<file path="config.mk">
export PLATFORM = sky130hd
export DESIGN_NAME = dcls_recovery_ctrl
export DESIGN_NICKNAME = d
export VERILOG_FILES = /design/src/rtl/dcls_recovery_ctrl_pkg.sv /design/src/rtl/ahb_pend_tracker.sv /design/src/rtl/seu_ff_rst.sv /design/src/rtl/dcls_recovery_ctrl.sv
export SDC_FILE = /design/constraint.sdc
export NUM_CORES = 1
export LEC_CHECK = 0
export ABC_AREA = 1
export CORE_ASPECT_RATIO = 1.1
export CORE_MARGIN = 2
export CORE_UTILIZATION = 30
export CTS_CLUSTER_DIAMETER = 40
export DETAILED_ROUTE_END_ITERATION = 8
export DONT_BUFFER_PORTS = 1
export PLACE_DENSITY = 0.43
export SYNTH_ARGS = -nofsm -noshare
export SYNTH_HDL_FRONTEND = slang
export SYNTH_HIERARCHICAL = 1
export SYNTH_SLANG_ARGS = --single-unit
</file>
<file path="constraint.sdc">
create_clock -name s_clk_i -period 3.61 [get_ports s_clk_i]
set_input_delay 0 -clock s_clk_i [delete_from_list [all_inputs] [get_ports s_clk_i]]
set_output_delay 0 -clock s_clk_i [all_outputs]
set_load 0.05 [all_outputs]
</file>
<file path="src/rtl/dcls_recovery_ctrl_pkg.sv">
// Shared hardisc definitions for the lockstep recovery controller: FSM encoding,
// default timing constants and a saturating-counter helper.
package p_hardisc;

    typedef enum logic [2:0] {
        RCV_RUN   = 3'd0,
        RCV_DRAIN = 3'd1,
        RCV_HOLD  = 3'd2,
        RCV_FATAL = 3'd3
    } rcv_state_t;

    localparam int unsigned RCV_RST_CYCLES_DEF    = 16;
    localparam int unsigned RCV_MAX_RETRY_DEF     = 3;
    localparam int unsigned RCV_WINDOW_DEF        = 65535;
    localparam int unsigned RCV_DRAIN_TIMEOUT_DEF = 64;

    function automatic logic [15:0] rcv_sat_inc16(input logic [15:0] v);
        return (v == 16'hFFFF) ? v : v + 16'd1;
    endfunction

endpackage

</file>
<file path="src/rtl/ahb_pend_tracker.sv">
// Flags an AHB data phase that was accepted but has not yet completed.
module ahb_pend_tracker (
    input  logic       clk_i,
    input  logic       rst_i,
    input  logic [1:0] htrans_i,
    input  logic       hready_i,
    input  logic       clr_i,
    output logic       pend_o
);

    logic pend_q;
    logic pend_d;
    logic unused_htrans0;

    assign unused_htrans0 = htrans_i[0];

    // HREADY high ends any current data phase; a new NONSEQ/SEQ starts the next one.
    always_comb begin
        pend_d = pend_q;
        if (clr_i) begin
            pend_d = 1'b0;
        end else if (hready_i) begin
            pend_d = htrans_i[1];
        end
    end

    always_ff @(posedge clk_i or posedge rst_i) begin
        if (rst_i) begin
            pend_q <= 1'b0;
        end else begin
            pend_q <= pend_d;
        end
    end

    assign pend_o = pend_q;

endmodule

</file>
<file path="src/rtl/seu_ff_rst.sv">
// Resettable register with a LABEL so fault-injection campaigns can target it by name.
module seu_ff_rst #(
    parameter string       LABEL   = "seu_ff",
    parameter int unsigned N       = 1,
    parameter logic [N-1:0] RST_VAL = '0
) (
    input  logic         clk_i,
    input  logic         rst_i,
    input  logic [N-1:0] d_i,
    output logic [N-1:0] q_o
);

    // Anchor for injection tooling that enumerates unlabelled instances.
    if (LABEL == "") begin : g_unlabelled
    end

    always_ff @(posedge clk_i or posedge rst_i) begin
        if (rst_i) begin
            q_o <= RST_VAL;
        end else begin
            q_o <= d_i;
        end
    end

endmodule

</file>
<file path="src/rtl/dcls_recovery_ctrl.sv">
// Lockstep recovery controller: blocks the bus, drains data phases, pulses the core
// reset, and latches a fatal state when recoveries recur too often in one window.
module dcls_recovery_ctrl
    import p_hardisc::*;
#(
    parameter int unsigned RST_CYCLES    = RCV_RST_CYCLES_DEF,
    parameter int unsigned MAX_RETRY     = RCV_MAX_RETRY_DEF,
    parameter int unsigned WINDOW        = RCV_WINDOW_DEF,
    parameter int unsigned DRAIN_TIMEOUT = RCV_DRAIN_TIMEOUT_DEF
) (
    input  logic        s_clk_i,
    input  logic        s_reset_i,
    input  logic        s_unrec_err_i,
    input  logic [1:0]  s_i_htrans_i,
    input  logic        s_i_hready_i,
    input  logic [1:0]  s_d_htrans_i,
    input  logic        s_d_hready_i,
    output logic        s_core_resetn_o,
    output logic        s_bus_block_o,
    output logic        s_recovering_o,
    output logic        s_fatal_o,
    output logic [3:0]  s_retry_cnt_o,
    output logic [15:0] s_err_total_o
);

    localparam int unsigned DrainW = $clog2(DRAIN_TIMEOUT + 1);
    localparam int unsigned HoldW  = $clog2(RST_CYCLES);

    rcv_state_t        state_q, state_d;
    logic [2:0]        state_raw;
    logic [3:0]        retry_q, retry_d, retry_eff;
    logic [15:0]       total_q, total_d;
    logic [15:0]       window_q, window_d;
    logic [DrainW-1:0] drain_q, drain_d;
    logic [HoldW-1:0]  hold_q, hold_d;
    logic [3:0]        flags_q, flags_d;
    logic              resetn_d, block_d, recov_d, fatal_d;
    logic              ipend, dpend, pend_clr;

    assign state_q  = rcv_state_t'(state_raw);
    assign pend_clr = (state_q == RCV_HOLD) || (state_q == RCV_FATAL);

    ahb_pend_tracker u_ipend (
        .clk_i    (s_clk_i),
        .rst_i    (s_reset_i),
        .htrans_i (s_i_htrans_i),
        .hready_i (s_i_hready_i),
        .clr_i    (pend_clr),
        .pend_o   (ipend)
    );

    ahb_pend_tracker u_dpend (
        .clk_i    (s_clk_i),
        .rst_i    (s_reset_i),
        .htrans_i (s_d_htrans_i),
        .hready_i (s_d_hready_i),
        .clr_i    (pend_clr),
        .pend_o   (dpend)
    );

    always_comb begin
        state_d   = state_q;
        retry_d   = retry_q;
        retry_eff = retry_q;
        total_d   = total_q;
        window_d  = window_q;
        drain_d   = drain_q;
        hold_d    = hold_q;
        resetn_d  = flags_q[0];
        block_d   = flags_q[1];
        recov_d   = flags_q[2];
        fatal_d   = flags_q[3];

        unique case (state_q)
            RCV_RUN: begin
                resetn_d = 1'b1;
                // Window expiry is resolved before a same-cycle error is counted.
                if (window_q != '0) begin
                    window_d = window_q - 16'd1;
                    if (window_q == 16'd1) begin
                        retry_eff = '0;
                    end
                end
                retry_d = retry_eff;
                if (s_unrec_err_i) begin
                    total_d = rcv_sat_inc16(total_q);
                    if (retry_eff == 4'(MAX_RETRY)) begin
                        state_d  = RCV_FATAL;
                        fatal_d  = 1'b1;
                        resetn_d = 1'b0;
                        block_d  = 1'b1;
                        recov_d  = 1'b0;
                    end else begin
                        state_d = RCV_DRAIN;
                        retry_d = retry_eff + 4'd1;
                        drain_d = DrainW'(DRAIN_TIMEOUT);
                        block_d = 1'b1;
                        recov_d = 1'b1;
                    end
                end
            end
            RCV_DRAIN: begin
                drain_d = drain_q - DrainW'(1);
                if ((!ipend && !dpend) || (drain_d == '0)) begin
                    state_d  = RCV_HOLD;
                    resetn_d = 1'b0;
                    hold_d   = HoldW'(RST_CYCLES - 1);
                end
            end
            RCV_HOLD: begin
                if (hold_q == '0) begin
                    state_d  = RCV_RUN;
                    resetn_d = 1'b1;
                    block_d  = 1'b0;
                    recov_d  = 1'b0;
                    window_d = 16'(WINDOW);
                end else begin
                    hold_d = hold_q - HoldW'(1);
                end
            end
            RCV_FATAL: begin
                fatal_d  = 1'b1;
                resetn_d = 1'b0;
                block_d  = 1'b1;
                recov_d  = 1'b0;
            end
            // A corrupted state encoding is treated as unrecoverable.
            default: begin
                state_d  = RCV_FATAL;
                fatal_d  = 1'b1;
                resetn_d = 1'b0;
                block_d  = 1'b1;
                recov_d  = 1'b0;
            end
        endcase

        flags_d = {fatal_d, recov_d, block_d, resetn_d};
    end

    seu_ff_rst #(.LABEL("rcv_state"), .N(3)) u_state_ff (
        .clk_i (s_clk_i), .rst_i (s_reset_i), .d_i (state_d), .q_o (state_raw)
    );
    seu_ff_rst #(.LABEL("rcv_retry"), .N(4)) u_retry_ff (
        .clk_i (s_clk_i), .rst_i (s_reset_i), .d_i (retry_d), .q_o (retry_q)
    );
    seu_ff_rst #(.LABEL("rcv_total"), .N(16)) u_total_ff (
        .clk_i (s_clk_i), .rst_i (s_reset_i), .d_i (total_d), .q_o (total_q)
    );
    seu_ff_rst #(.LABEL("rcv_window"), .N(16)) u_window_ff (
        .clk_i (s_clk_i), .rst_i (s_reset_i), .d_i (window_d), .q_o (window_q)
    );
    seu_ff_rst #(.LABEL("rcv_drain"), .N(DrainW)) u_drain_ff (
        .clk_i (s_clk_i), .rst_i (s_reset_i), .d_i (drain_d), .q_o (drain_q)
    );
    seu_ff_rst #(.LABEL("rcv_hold"), .N(HoldW)) u_hold_ff (
        .clk_i (s_clk_i), .rst_i (s_reset_i), .d_i (hold_d), .q_o (hold_q)
    );
    seu_ff_rst #(.LABEL("rcv_flags"), .N(4)) u_flags_ff (
        .clk_i (s_clk_i), .rst_i (s_reset_i), .d_i (flags_d), .q_o (flags_q)
    );

    assign s_core_resetn_o = flags_q[0];
    assign s_bus_block_o   = flags_q[1];
    assign s_recovering_o  = flags_q[2];
    assign s_fatal_o       = flags_q[3];
    assign s_retry_cnt_o   = retry_q;
    assign s_err_total_o   = total_q;

endmodule

</file>
## After elaboration in Yosys (flattened, before gate mapping)

Index checks and enable logic that the tools add are counted.

| cells by class | value |
|---|---|
| bitwise operators | 4 |
| muxes and demuxes | 36 |
| add/sub/neg operators | 5 |
| equality and inequality tests | 13 |
| reductions and logical operators | 23 |

Operators with widths:

| operator | number |
|---|---|
| 16-bit two-way mux | 2 |
| 16-bit case mux with 2 select lines | 1 |
| 4-bit two-way mux | 7 |
| 3-bit AND reduction | 6 |
| 16-bit by 1-bit adder with 16-bit output, second input constant | 1 |
| 16-bit by 1-bit equality test with 1-bit output, second input constant | 1 |
| 16-bit equality test, second input constant | 1 |
| 16-bit nonzero test | 1 |
| 16-bit by 1-bit subtractor with 16-bit output, second input constant | 1 |
| 7-bit two-way mux | 2 |
| 7-bit case mux with 2 select lines | 1 |
| 1-bit two-way mux | 13 |
| 2-bit != test, second input constant | 6 |
| 3-bit case mux with 4 select lines | 1 |
| 2-bit nonzero test | 5 |
| 3-bit two-way mux | 3 |
| 1-bit case mux with 3 select lines | 3 |
| 4-bit case mux with 2 select lines | 1 |
| 7-bit zero test | 1 |
| 7-bit by 1-bit subtractor with 7-bit output, second input constant | 1 |
| 3-bit by 2-bit equality test with 1-bit output, second input constant | 2 |
| 4-bit by 1-bit adder with 4-bit output, second input constant | 1 |
| 4-bit by 2-bit equality test with 1-bit output, second input constant | 1 |
| 4-bit zero test | 1 |
| 13 further kinds | 18 |

| storage, ports and cells | value |
|---|---|
| bits in registers | 56 |
| input port bits | 9 |
| output and inout bits | 24 |

## Logic depth before layout (Yosys ltp)

| logic depth | value |
|---|---|
| word-level depth | 8 |
| mapped depth | 15 |
| mapped depth without buffers | 15 |

## Cells and area by module

The synthesis kept the hierarchy.

By module, submodules not included:

| module | instances | area each (sq um) | cells each |
|---|---|---|---|
| dcls_recovery_ctrl | 1 | 2008.2 | 395 |
| seu_ff_rst at u_total_ff ... | 2 | 404.1 | 17 |
| seu_ff_rst at u_flags_ff ... | 3 | 103.8 | 5 |
| seu_ff_rst at u_drain_ff | 1 | 178.9 | 8 |
| ahb_pend_tracker | 2 | 48.8 | 7 |
| seu_ff_rst at u_state_ff | 1 | 78.8 | 4 |

## Worst setup path after synthesis

No wires, ideal clock.

| path | value |
|---|---|
| kind | reg-to-reg |
| start point | reg u_total_ff.q_o[0] |
| end point | reg u_total_ff.q_o[9] |
| cell stages (with the launch flop) | 10 |
| buffers on the path | 0 |
| required time | 3.464 ns |
| arrival time | 1.733 ns |
| setup slack | 1.731 ns |
| cell sequence | dfrtp_1 > ha_1 > nand2_1 > nor2_2 > nand2_4 > nor2_8 > nand2_4 > nand2_8 > nor2_2 > xor2_1 |

| on the way | value |
|---|---|
| cells in the longest elaborated chain, start to end | 3 |

Ends and longest elaborated chain:

| what | line | text |
|---|---|---|
| start, declared | seu_ff_rst.sv:10 | `output logic [N-1:0] q_o` |
| start signal, assigned | seu_ff_rst.sv:21 | `q_o <= d_i;` |
| parallel branches: the longest is 3 deep, another holds 16-bit by 1-bit adder with 16-bit output | n/a |  |

Several ways; the timed one is not identified.
A chain may end at the register's enable or synchronous reset.

## Worst setup path in the final report

| path | value |
|---|---|
| start point | reg u_state_ff.q_o[2] |
| end point | reg u_dpend.pend_q (netlist: u_dpend/pend_o) |

| on the way | value |
|---|---|
| cells in the longest elaborated chain, start to end | 3 |

Ends and longest elaborated chain:

| what | line | text |
|---|---|---|
| start, declared | seu_ff_rst.sv:10 |  |
| start signal, assigned | seu_ff_rst.sv:21 |  |
| 3-bit by 2-bit equality test with 1-bit output | dcls_recovery_ctrl.sv:41 | `assign pend_clr = (state_q == RCV_HOLD) \|\| (state_q == RCV_FATAL);` |
| 1-bit logical OR (*) | dcls_recovery_ctrl.sv:41 |  |
| named net pend_clr | dcls_recovery_ctrl.sv:38 | `logic ipend, dpend, pend_clr;` |
| 1-bit two-way mux / 2-bit nonzero test (equally long branches) | n/a |  |
| end signal, assigned | ahb_pend_tracker.sv:31 | `pend_q <= pend_d;` |
| end, declared | ahb_pend_tracker.sv:11 | `logic pend_q;` |

Mark *: on every way through the listed nets, which the timed path passes. The rest lies on a longest branch.

==> impl_metrics.env <==
export IMPL_port_buffers=0
export IMPL_clock_path_buffers=2
export IMPL_p_comb_frac=0.024
export IMPL_dr_first_iter_drc_count=93
export IMPL_swShare=0.211
export IMPL_drv_slew=0
export IMPL_path_class="reg2reg"
export IMPL_max_freq_ghz=0.449
export IMPL_die_area_sq_mm=0.0125
export IMPL_hold_violations=0
export IMPL_p_clk_frac=0.432
export IMPL_startpoint_type="register"
export IMPL_tightest_slew_ns=0.687
export IMPL_syn_area_sq_mm=0.00348
export IMPL_cp_max_fo=13
export IMPL_fin_crit_ns=2.23
export IMPL_worst_ep_arrival_time_ns=2.41
export IMPL_regArea_sq_mm=0.00140
export IMPL_drcViolationCount=0
export IMPL_place_congestion=0.789
export IMPL_final_nets=493
export IMPL_endpoint_kind="register"
export IMPL_finalSetupViolations=0
export IMPL_post_route_period_util=0.618
export IMPL_cap_violations=0
export IMPL_cts_tree="built"
export IMPL_coreArea_sq_mm=0.0114
export IMPL_postRouteAntennaNets=0
export IMPL_grt_overflow=0
export IMPL_vias=2953
export IMPL_status="finished clean"
export IMPL_min_delay_path_depth=4
export IMPL_grt_pass1_vias=2972
export IMPL_timing_hold_ws_ns=0.121
export IMPL_final_cells=627
export IMPL_numCtsBuffers=5
export IMPL_io_pins=33
export IMPL_ir_drop_mv=0.174
export IMPL_synth_nets=487
export IMPL_synthTopCellsByArea="dfrtp_1 (40%), nand2_1 (13%), nand3_1 (7.5%), inv_1 (6.9%), nor2_1 (4.6%)"
export IMPL_synthArstFlopShare=1.00
export IMPL_cp_required_ns=3.79
export IMPL_nFillCells=1251
export IMPL_drive_above_1_share=0.0818
export IMPL_multi_input_area_sq_mm=0.00179
export IMPL_grt_pass1_wl_mm=14.2
export IMPL_synth_main_ff_cell="dfrtp_1"
export IMPL_syn_avg_cell_area_sq_um=7.41
export IMPL_fin_worst_skew_ns=0.00661
export IMPL_yosysSeqAreaShare=0.402
export IMPL_pwr_share_seq=0.544
export IMPL_internal_power_uw=914
export IMPL_wl_per_cell_um=13.3
export IMPL_ys_top_cells_by_count="nand2_1 (119), inv_1 (64), dfrtp_1 (56)"
export IMPL_yosysWarningCount=6
export IMPL_yosysMostFrequentCell="nand2_1"
export IMPL_grt_usage=0.143
export IMPL_final_core_util=0.338
export IMPL_rsz0062_at_grt="false"
export IMPL_dp_hpwl_mm=6.10
export IMPL_p_sw_uw=245
export IMPL_die_h_um=117
export IMPL_grt_max_degree=20
export IMPL_root_buffer="clkbuf_16"
export IMPL_timing_setup_tns_ns=0
export IMPL_antenna_found_initial=0
export IMPL_synth_seq_cells=56
export IMPL_cts_clk_slew_worst_paths_ns=0.07
export IMPL_slew_headroom=0.542
export IMPL_cts_repair_resized=0
export IMPL_syn_to_final_growth_pct=10.3
export IMPL_powerDensity_mw_per_mm2=301
export IMPL_yosysTopAreaCellShare=0.402
export IMPL_power_leakage_nw=1.94
export IMPL_placed_cells=613
export IMPL_r2r_cells=7
export IMPL_first_pass_iters=4
export IMPL_yosysTopAreaCell="dfrtp_1"
export IMPL_ctsHoldBuffers=6
export IMPL_cts_htree_levels=2
export IMPL_die_x_um=107
export IMPL_viasPerCell=4.71
export IMPL_yosysUniqueCellTypes=34
export IMPL_hold_class="in2reg"
export IMPL_start_util=0.306
export IMPL_cts_setup_buffers=0
export IMPL_cts_sinks=56
export IMPL_insertion_delay_ns=0.29
export IMPL_wirelength_mm=8.32
export IMPL_syn_inst=470
export IMPL_synth_edf_count=0
export IMPL_rows=41
export IMPL_antennaDiodeCount=0
-- cell usage in the layout, fill, tap and decap left out, drive strengths merged --
master | synthesis | layout
inv | 68 | 68
nand3 | 54 | 54
nand3b | 5 | 5
nor2 | 54 | 54
o21ai | 29 | 29
nor3 | 5 | 5
xnor2 | 2 | 2
o31ai | 1 | 1
dlygate4sd3 | 0 | 6
clkbuf | 3 | 7
clkinvlp | 0 | 1
dfrtp | 56 | 56
ha | 8 | 8
o211ai | 10 | 10
clkinv | 1 | 1
or2 | 5 | 5
nand4 | 18 | 18
a21oi | 8 | 8
conb | 1 | 1
o21bai | 2 | 2
xor2 | 8 | 8
nand2 | 127 | 127
a21o | 1 | 1
-- power groups by stage --
stage               clock [mW]  sequential, mW  combinational, mW
floorplan                    0           0.642             0.0160
global placement             0           0.642             0.0216
detailed placement           0           0.642             0.0214
CTS                      0.527           0.630             0.0288
global route             0.554           0.630             0.0328
finish                   0.501           0.630             0.0274
-- cell families (layout without fill, tap and decap cells) --
group | Yosys count | count (layout) | share of synthesized area
AND/OR/NAND/NOR | 268 | 268 | 0.373
buffers and inverters | 76 | 83 | 0.0851
flip-flops | 56 | 56 | 0.402
AO/OA/AOI/OAI | 51 | 51 | 0.0844
XOR/XNOR | 10 | 10 | 0.0251
adder cells (fa/ha/maj) | 8 | 8 | 0.0287
other | 1 | 1 | 0.00108
-- cell type report --
type | instances | share of cell area
Inverter | 69 | 0.0674
Clock inverter | 1 | 0.00195
Multi-Input combinational cell | 338 | 0.465
Timing Repair Buffer | 6 | 0.0156
Tap cell | 150 | 0.0488
Sequential cell | 56 | 0.365
Clock buffer | 7 | 0.0371
-- stage by stage --
step	setup WS (ns)	cell area, sq um	power (mW)
2_1_floorplan	1.73	3480	0.658
3_3_place_gp	1.50	3630	0.664
3_5_place_dp	1.47	3630	0.664
4_1_cts	1.41	3840	1.19
5_1_grt	1.17	3840	1.22
6_report	1.38	3840	1.16
-- final timing paths --
path,from,slack (ns),end
min,s_unrec_err_i,0.12,u_retry_ff/q_o[0]
min reg2reg,u_hold_ff/q_o[1],0.53,u_hold_ff/q_o[1]
max in group asynchronous,s_reset_i,2.70,u_window_ff/q_o[8]
max reg2reg,u_state_ff/q_o[2],1.38,u_dpend/pend_o
max,u_state_ff/q_o[2],1.38,u_dpend/pend_o
min in group asynchronous,s_reset_i,0.17,u_ipend/pend_o
-- routing by layer --
layer	vias up	global-route usage	part of all wire
met1	1388	0.180	0.47
met4	0	0.0390	0.011
met2	26	0.254	0.49
met5	-	0	0
li1	1533	-	-
met3	6	0.0277	0.030
-- critical path: stages, from the launching register on --
cell	delay, ns
dfrtp_1	0.42
nor2_4	0.40
inv_2	0.19
a21oi_1	0.34
nor2_1	0.09
nand2_1	0.07
nand2_1	0.05
dlygate4sd3_1	0.55
-- flip-flops by register name, indices dropped and copies added (netlist names) --
signal and count:
u_ipend/pend_o 1, u_dpend/pend_o 1, u_retry_ff/q_o 4, u_flags_ff/q_o 4, u_total_ff/q_o 16, u_window_ff/q_o 16, u_drain_ff/q_o 7, u_state_ff/q_o 3
u_hold_ff/q_o 4
Power figures use the tool's default switching activity.
